## src/rtl/intdiv_mult.sv

```systemverilog
// intdiv_mult -- sequential two's-complement multiplier, radix-2 Booth, one
// recoding step per clock behind a start/done handshake. Used to rebuild a
// divider's dividend from its quotient, divisor and (optionally) remainder.
//
// Optional feature macro: INTDIV_MULT_REM_EN
//   defined   : extra FIX cycle adds sext(r); p = x*y + r, latency N+2
//   undefined : p = x*y, latency N+1, r is ignored
//
// Parameters:
//   N     operand width in bits (>= 3)
// Ports:
//   clk   rising-edge clock
//   rst   synchronous reset, active-high
//   start request, sampled only in IDLE or DONE
//   x     signed multiplier (Booth-recoded), captured on accept
//   y     signed multiplicand, captured on accept
//   r     signed addend, captured on accept (REM_EN builds only)
//   busy  high while the multiply is in progress (RUN, FIX)
//   done  one-cycle pulse, p valid in that cycle
//   p     2N-bit signed result, held until the next result completes
module intdiv_mult #(
    parameter int N = 5
) (
    input  logic           clk,
    input  logic           rst,
    input  logic           start,
    input  logic [N-1:0]   x,
    input  logic [N-1:0]   y,
    input  logic [N-1:0]   r,
    output logic           busy,
    output logic           done,
    output logic [2*N-1:0] p
);
    localparam int AW = 2 * N + 2;         // {upper N+1, x N, booth bit}
    localparam int CW = $clog2(N + 1);

`ifdef INTDIV_MULT_REM_EN
    typedef enum logic [1:0] {IDLE, RUN, FIX, DONE} state_t;
`else
    typedef enum logic [1:0] {IDLE, RUN, DONE} state_t;
`endif

    state_t          state, state_n;
    logic [AW-1:0]   acc, acc_n;
    logic [N-1:0]    ycap, ycap_n;
    logic [CW-1:0]   cnt, cnt_n;
    logic [2*N-1:0]  p_n;

`ifdef INTDIV_MULT_REM_EN
    logic [N-1:0]    rcap, rcap_n;
`else
    logic            unused_r;
    assign unused_r = ^r;
`endif

    // One Booth step: the upper field is N+1 bits wide, so adding or
    // subtracting the sign-extended multiplicand can never overflow, even
    // for x = y = -2^(N-1).
    logic [N:0]      upper, ysx, upper_add;
    logic [AW-1:0]   acc_step;

    assign upper = acc[AW-1:N+1];
    assign ysx   = {ycap[N-1], ycap};

    always_comb begin
        case (acc[1:0])
            2'b01:   upper_add = upper + ysx;
            2'b10:   upper_add = upper - ysx;
            default: upper_add = upper;
        endcase
    end

    // Arithmetic right shift of {upper_add, acc[N:0]}, dropping the old Booth bit.
    assign acc_step = {upper_add[N], upper_add, acc[N:1]};

    always_comb begin
        // NOTE: every variable gets a default first so no path can infer a latch.
        state_n = state;
        acc_n   = acc;
        ycap_n  = ycap;
        cnt_n   = cnt;
        p_n     = p;
`ifdef INTDIV_MULT_REM_EN
        rcap_n  = rcap;
`endif
        case (state)
            IDLE, DONE: begin
                if (start) begin
                    ycap_n  = y;
                    acc_n   = {{(N + 1){1'b0}}, x, 1'b0};
                    cnt_n   = CW'(N);
`ifdef INTDIV_MULT_REM_EN
                    rcap_n  = r;
`endif
                    state_n = RUN;
                end else if (state == DONE) begin
                    state_n = IDLE;
                end
            end
            RUN: begin
                acc_n = acc_step;
                cnt_n = cnt - 1'b1;
                if (cnt == CW'(1)) begin
`ifdef INTDIV_MULT_REM_EN
                    state_n = FIX;
`else
                    state_n = DONE;
                    p_n     = acc_step[2*N:1];
`endif
                end
            end
`ifdef INTDIV_MULT_REM_EN
            FIX: begin
                acc_n[2*N:1] = acc[2*N:1] + {{N{rcap[N-1]}}, rcap};
                p_n          = acc_n[2*N:1];
                state_n      = DONE;
            end
`endif
            default: state_n = IDLE;
        endcase
    end

    always_ff @(posedge clk) begin
        // NOTE: sequential state uses non-blocking assignments only, so every
        // register samples the pre-edge values regardless of statement order.
        if (rst) begin
            // NOTE: all datapath registers are reset too, so a reset mid-operation
            // discards the partial product and p reads zero afterwards.
            state <= IDLE;
            acc   <= '0;
            ycap  <= '0;
            cnt   <= '0;
            p     <= '0;
`ifdef INTDIV_MULT_REM_EN
            rcap  <= '0;
`endif
        end else begin
            state <= state_n;
            acc   <= acc_n;
            ycap  <= ycap_n;
            cnt   <= cnt_n;
            p     <= p_n;
`ifdef INTDIV_MULT_REM_EN
            rcap  <= rcap_n;
`endif
        end
    end

    // Decoded straight from the state register, so both are registered outputs.
`ifdef INTDIV_MULT_REM_EN
    assign busy = (state == RUN) || (state == FIX);
`else
    assign busy = (state == RUN);
`endif
    assign done = (state == DONE);

endmodule

```

## config.mk

```make
export PLATFORM = sky130hd
export DESIGN_NAME = intdiv_mult
export DESIGN_NICKNAME = d
export VERILOG_FILES = /design/src/rtl/intdiv_mult.sv
export SDC_FILE = /design/constraint.sdc
export NUM_CORES = 1
export LEC_CHECK = 0
export CAP_MARGIN = 15
export CELL_PAD_IN_SITES_DETAIL_PLACEMENT = 1
export CELL_PAD_IN_SITES_GLOBAL_PLACEMENT = 2
export CORE_MARGIN = 5
export CORE_UTILIZATION = 30
export DETAILED_ROUTE_END_ITERATION = 12
export PLACE_DENSITY_LB_ADDON = 0.1
export SKIP_LAST_GASP = 1
export SYNTH_ARGS = -nofsm -noshare
export SYNTH_HDL_FRONTEND = slang
export SYNTH_SLANG_ARGS = --single-unit
```

## constraint.sdc

```tcl
create_clock -name clk -period 3.2 [get_ports clk]
set_input_delay 0.64 -clock clk [delete_from_list [all_inputs] [get_ports clk]]
set_output_delay 0.64 -clock clk [all_outputs]
set_load 0.02 [all_outputs]
```

==> metrics.txt <==
result of the run finished clean; residual overflow from global routing 0; Reg clk slew, reported paths 0.07 ns; DR DRC count 0; leakage power summed over all cells 0.758 nW; hold-fix buffer count after cts 0; Crit path largest cell delay 0.38 ns; cts bufs inserted 5; maximum buffer depth of the clock tree 2; worst clock skew 0.00720 ns; vertical extent of the die 82.0 um; count of input and output buffers 24; worst path required time 3.39 ns; Chip Width 82.0 um; setup tns final 0 ns; endpoint kind of the worst setup timing path flop; dpl hpwl 2960 um; minimum setup slack after placement 0.588 ns; number of standard cells after synthesis 190; placement row count 26; share of synthesized area spent on multiplexers 0.0322; Ports 30; antenna diode count 0; layout overhead on the synthesized area 28.0%; drt via density 4.79; final worst setup slack 0.609 ns; largest net degree at the start of global routing 22; footprint of the multi-input gates 860 um^2; H-tree depth 2; count of final setup violators 0; number of DRC markers in iteration 0 55; headroom to the max-slew limit 0.557; detailed-router iteration count before antenna repair 4; wire length of the first global-routing pass 6380 um; clock tree from TritonCTS yes; fraction of final layout cells with drive strength greater than 1 0.0787; xor-xnor portion of the synthesized cell area 0.0443; total power density per cell area 543 nW/um^2; number of inserted filler cells in the final layout 623; Maximum Capacitance Violations 0; number of antenna violations at the first check in global routing 0; final-report max-slew violation count 0; clock insertion delay at the later pin of the skew report 0.28 ns; area enclosed by the die boundary 6720 um^2; post-route insts no fill 286; Post-CTS Setup Repair Bufs 0; cell taking the most area after synthesis sky130_fd_sc_hd__dfxtp_1; mapped cell area 1550 um^2; Critical Path Fanout Max 4; post-synthesis share of cell area spent on and, or, nand and nor gates 0.205; fmax 386 MHz; Resize count post-CTS 0; kind of critical path reg -> reg; synthesized-area fraction occupied by adder cells 0.0853; routed via count 1370; most frequent cells in the layout sky130_fd_sc_hd__nand2_1 (34), sky130_fd_sc_hd__dfxtp_1 (31), sky130_fd_sc_hd__nor2_1 (25); commonest non-fill, non-tap cell in the layout sky130_fd_sc_hd__nand2_1; final-layout worst hold slack 0.455 ns; Max VDD drop 0.000253 V; biggest area contributors in the synthesized netlist sky130_fd_sc_hd__dfxtp_1 (40%), sky130_fd_sc_hd__nand2_1 (8.2%), sky130_fd_sc_hd__ha_1 (7.2%); clock sink count 31; Syn. warnings 0; FF/Latch Area 621 um^2; synthesized net count 218; number of library cell types mapped by synthesis 32; instance area after placement 1870 um^2; mean area per synthesized cell 8.18 um^2; Non-Filler Cell Area, Final 1990 um^2; combinational family with the most area after synthesis simple AND/OR/NAND/NOR gates; Overall Global Routing Usage 0.126; core area 5070 um^2; final worst path period need 2.59 ns; count of state elements after synthesis 31; routability congestion estimate from global placement 0.751; cell seen most often among critical-path stages sky130_fd_sc_hd__ha_1; CP cell instances inv_1 -> ha_1 -> mux2i_1 -> ha_1 -> nor2b_1 -> o31a_1 -> o22ai_2 -> xor2_2 -> a211oi_1 -> nor4_2; NumNets Final 243; portion of the post-synthesis area used by sequential elements 0.399; count of endpoints failing hold in the final timing report 0; drt wl/cell 13.9 um; effective utilization at floorplan 0.306; signal arrival time at the worst endpoint 2.78 ns; Hold WC Path Type reg -> reg; Yosys top cell area share 0.399; wire length reported by the detailed router 3980 um; unrepaired setup endpoints after global routing false; number of nets still failing antenna checks after routing 0; vias in the first global route 1399; number of cells in the design after placement 278; actual transition at the worst max-transition pin 0.665 ns; clk root buf sky130_fd_sc_hd__clkbuf_8; Critical Path Slowest Stage Cell sky130_fd_sc_hd__dfxtp_1; portion of the clock cycle consumed by the worst path in the final layout 0.810; Worst setup SP type flop; complex-gate fraction of the synthesized area 0.186
==> worst max-delay path: cells and delay by family (launching register included) <==
| family | cells | cell delay [ns] |
|---|---|---|
| AOI/OAI and AO/OA | 3 | 0.57 |
| buffers and inverters | 1 | 0.08 |
| xor gates and xnor gates | 1 | 0.23 |
| muxes | 1 | 0.26 |
| adders and majority gates | 2 | 0.60 |
| and+or+nand+nor | 2 | 0.39 |
| DFF | 1 | 0.38 |
==> final cells by class <==
type	count	area share
Clock buffer	6	0.0415
Clock inverter	2	0.0176
Inverter	9	0.0170
Multi-Input combinational cell	140	0.432
Sequential cell	31	0.312
Tap cell	70	0.0440
Timing Repair Buffer	28	0.136
==> cells by family (layout without fill, tap and decap cells) <==
family / count (synthesis) / after routing
AND/OR/NAND/NOR: 74 / 74
flip-flops: 31 / 31
XOR/XNOR: 7 / 7
adder cells (fa/ha/maj): 10 / 10
multiplexers: 5 / 5
buffers and inverters: 19 / 45
AO/OA/AOI/OAI: 44 / 44
==> flip-flops by register name, indices dropped and copies added (netlist names) <==
| register | count |
|---|---|
| acc | 11 |
| cnt | 3 |
| p | 10 |
| state | 2 |
| ycap | 5 |
==> worst paths after layout <==
path	depth (start not counted)	slack (ns)	to	start
max	10	0.61	p[9]	ycap[0]
min	2	0.45	p[1]	p[1]
max reg2reg	10	0.61	p[9]	ycap[0]
min reg2reg	2	0.45	p[1]	p[1]
==> stage by stage <==
stage,power (mW),utilization
floorplan,0.616,-
global placement,0.684,0.369
detailed placement,0.694,0.369
CTS,1.10,0.392
global route,1.15,0.392
finish,1.08,0.392
==> synthesized netlist by cell type <==
master                      n
sky130_fd_sc_hd__nand2_1   34
sky130_fd_sc_hd__mux2i_1    5
sky130_fd_sc_hd__and2_1     1
sky130_fd_sc_hd__and4_1     1
sky130_fd_sc_hd__o22ai_2    1
sky130_fd_sc_hd__o31a_1     1
sky130_fd_sc_hd__ha_1       9
sky130_fd_sc_hd__xor2_2     1
sky130_fd_sc_hd__a211oi_1   5
sky130_fd_sc_hd__fa_1       1
sky130_fd_sc_hd__a311oi_1   6
sky130_fd_sc_hd__xnor2_1    5
sky130_fd_sc_hd__o21ai_0    2
sky130_fd_sc_hd__nor4_2     1
sky130_fd_sc_hd__nand3_1    2
sky130_fd_sc_hd__o211ai_1   1
sky130_fd_sc_hd__clkinv_1   1
sky130_fd_sc_hd__nor2b_1    3
sky130_fd_sc_hd__o21a_1     3
sky130_fd_sc_hd__a21oi_1   20
sky130_fd_sc_hd__xor2_1     1
sky130_fd_sc_hd__buf_1      1
sky130_fd_sc_hd__inv_1      8
sky130_fd_sc_hd__nor3_1     2
sky130_fd_sc_hd__a21o_1     3
sky130_fd_sc_hd__nand2b_1   3
sky130_fd_sc_hd__buf_2      2
sky130_fd_sc_hd__nor2_1    25
sky130_fd_sc_hd__a22oi_1    2
sky130_fd_sc_hd__dfxtp_1   31
sky130_fd_sc_hd__clkbuf_1   7
sky130_fd_sc_hd__or2_2      2
==> power by group <==
group / internal [mW] / leakage [nW] / total [mW] / switching, mW
Combinational: 0.114 / 0.444 / 0.252 / 0.138
Clock: 0.252 / 0.0612 / 0.399 / 0.147
Sequential: 0.410 / 0.253 / 0.430 / 0.0195
==> layer usage <==
layer / track usage / share of wire
met4: 0.0482 / 0.016
met1: 0.144 / 0.45
met3: 0.0384 / 0.048
met2: 0.220 / 0.48
met5: 0 / 0
Power figures use the tool's default switching activity.
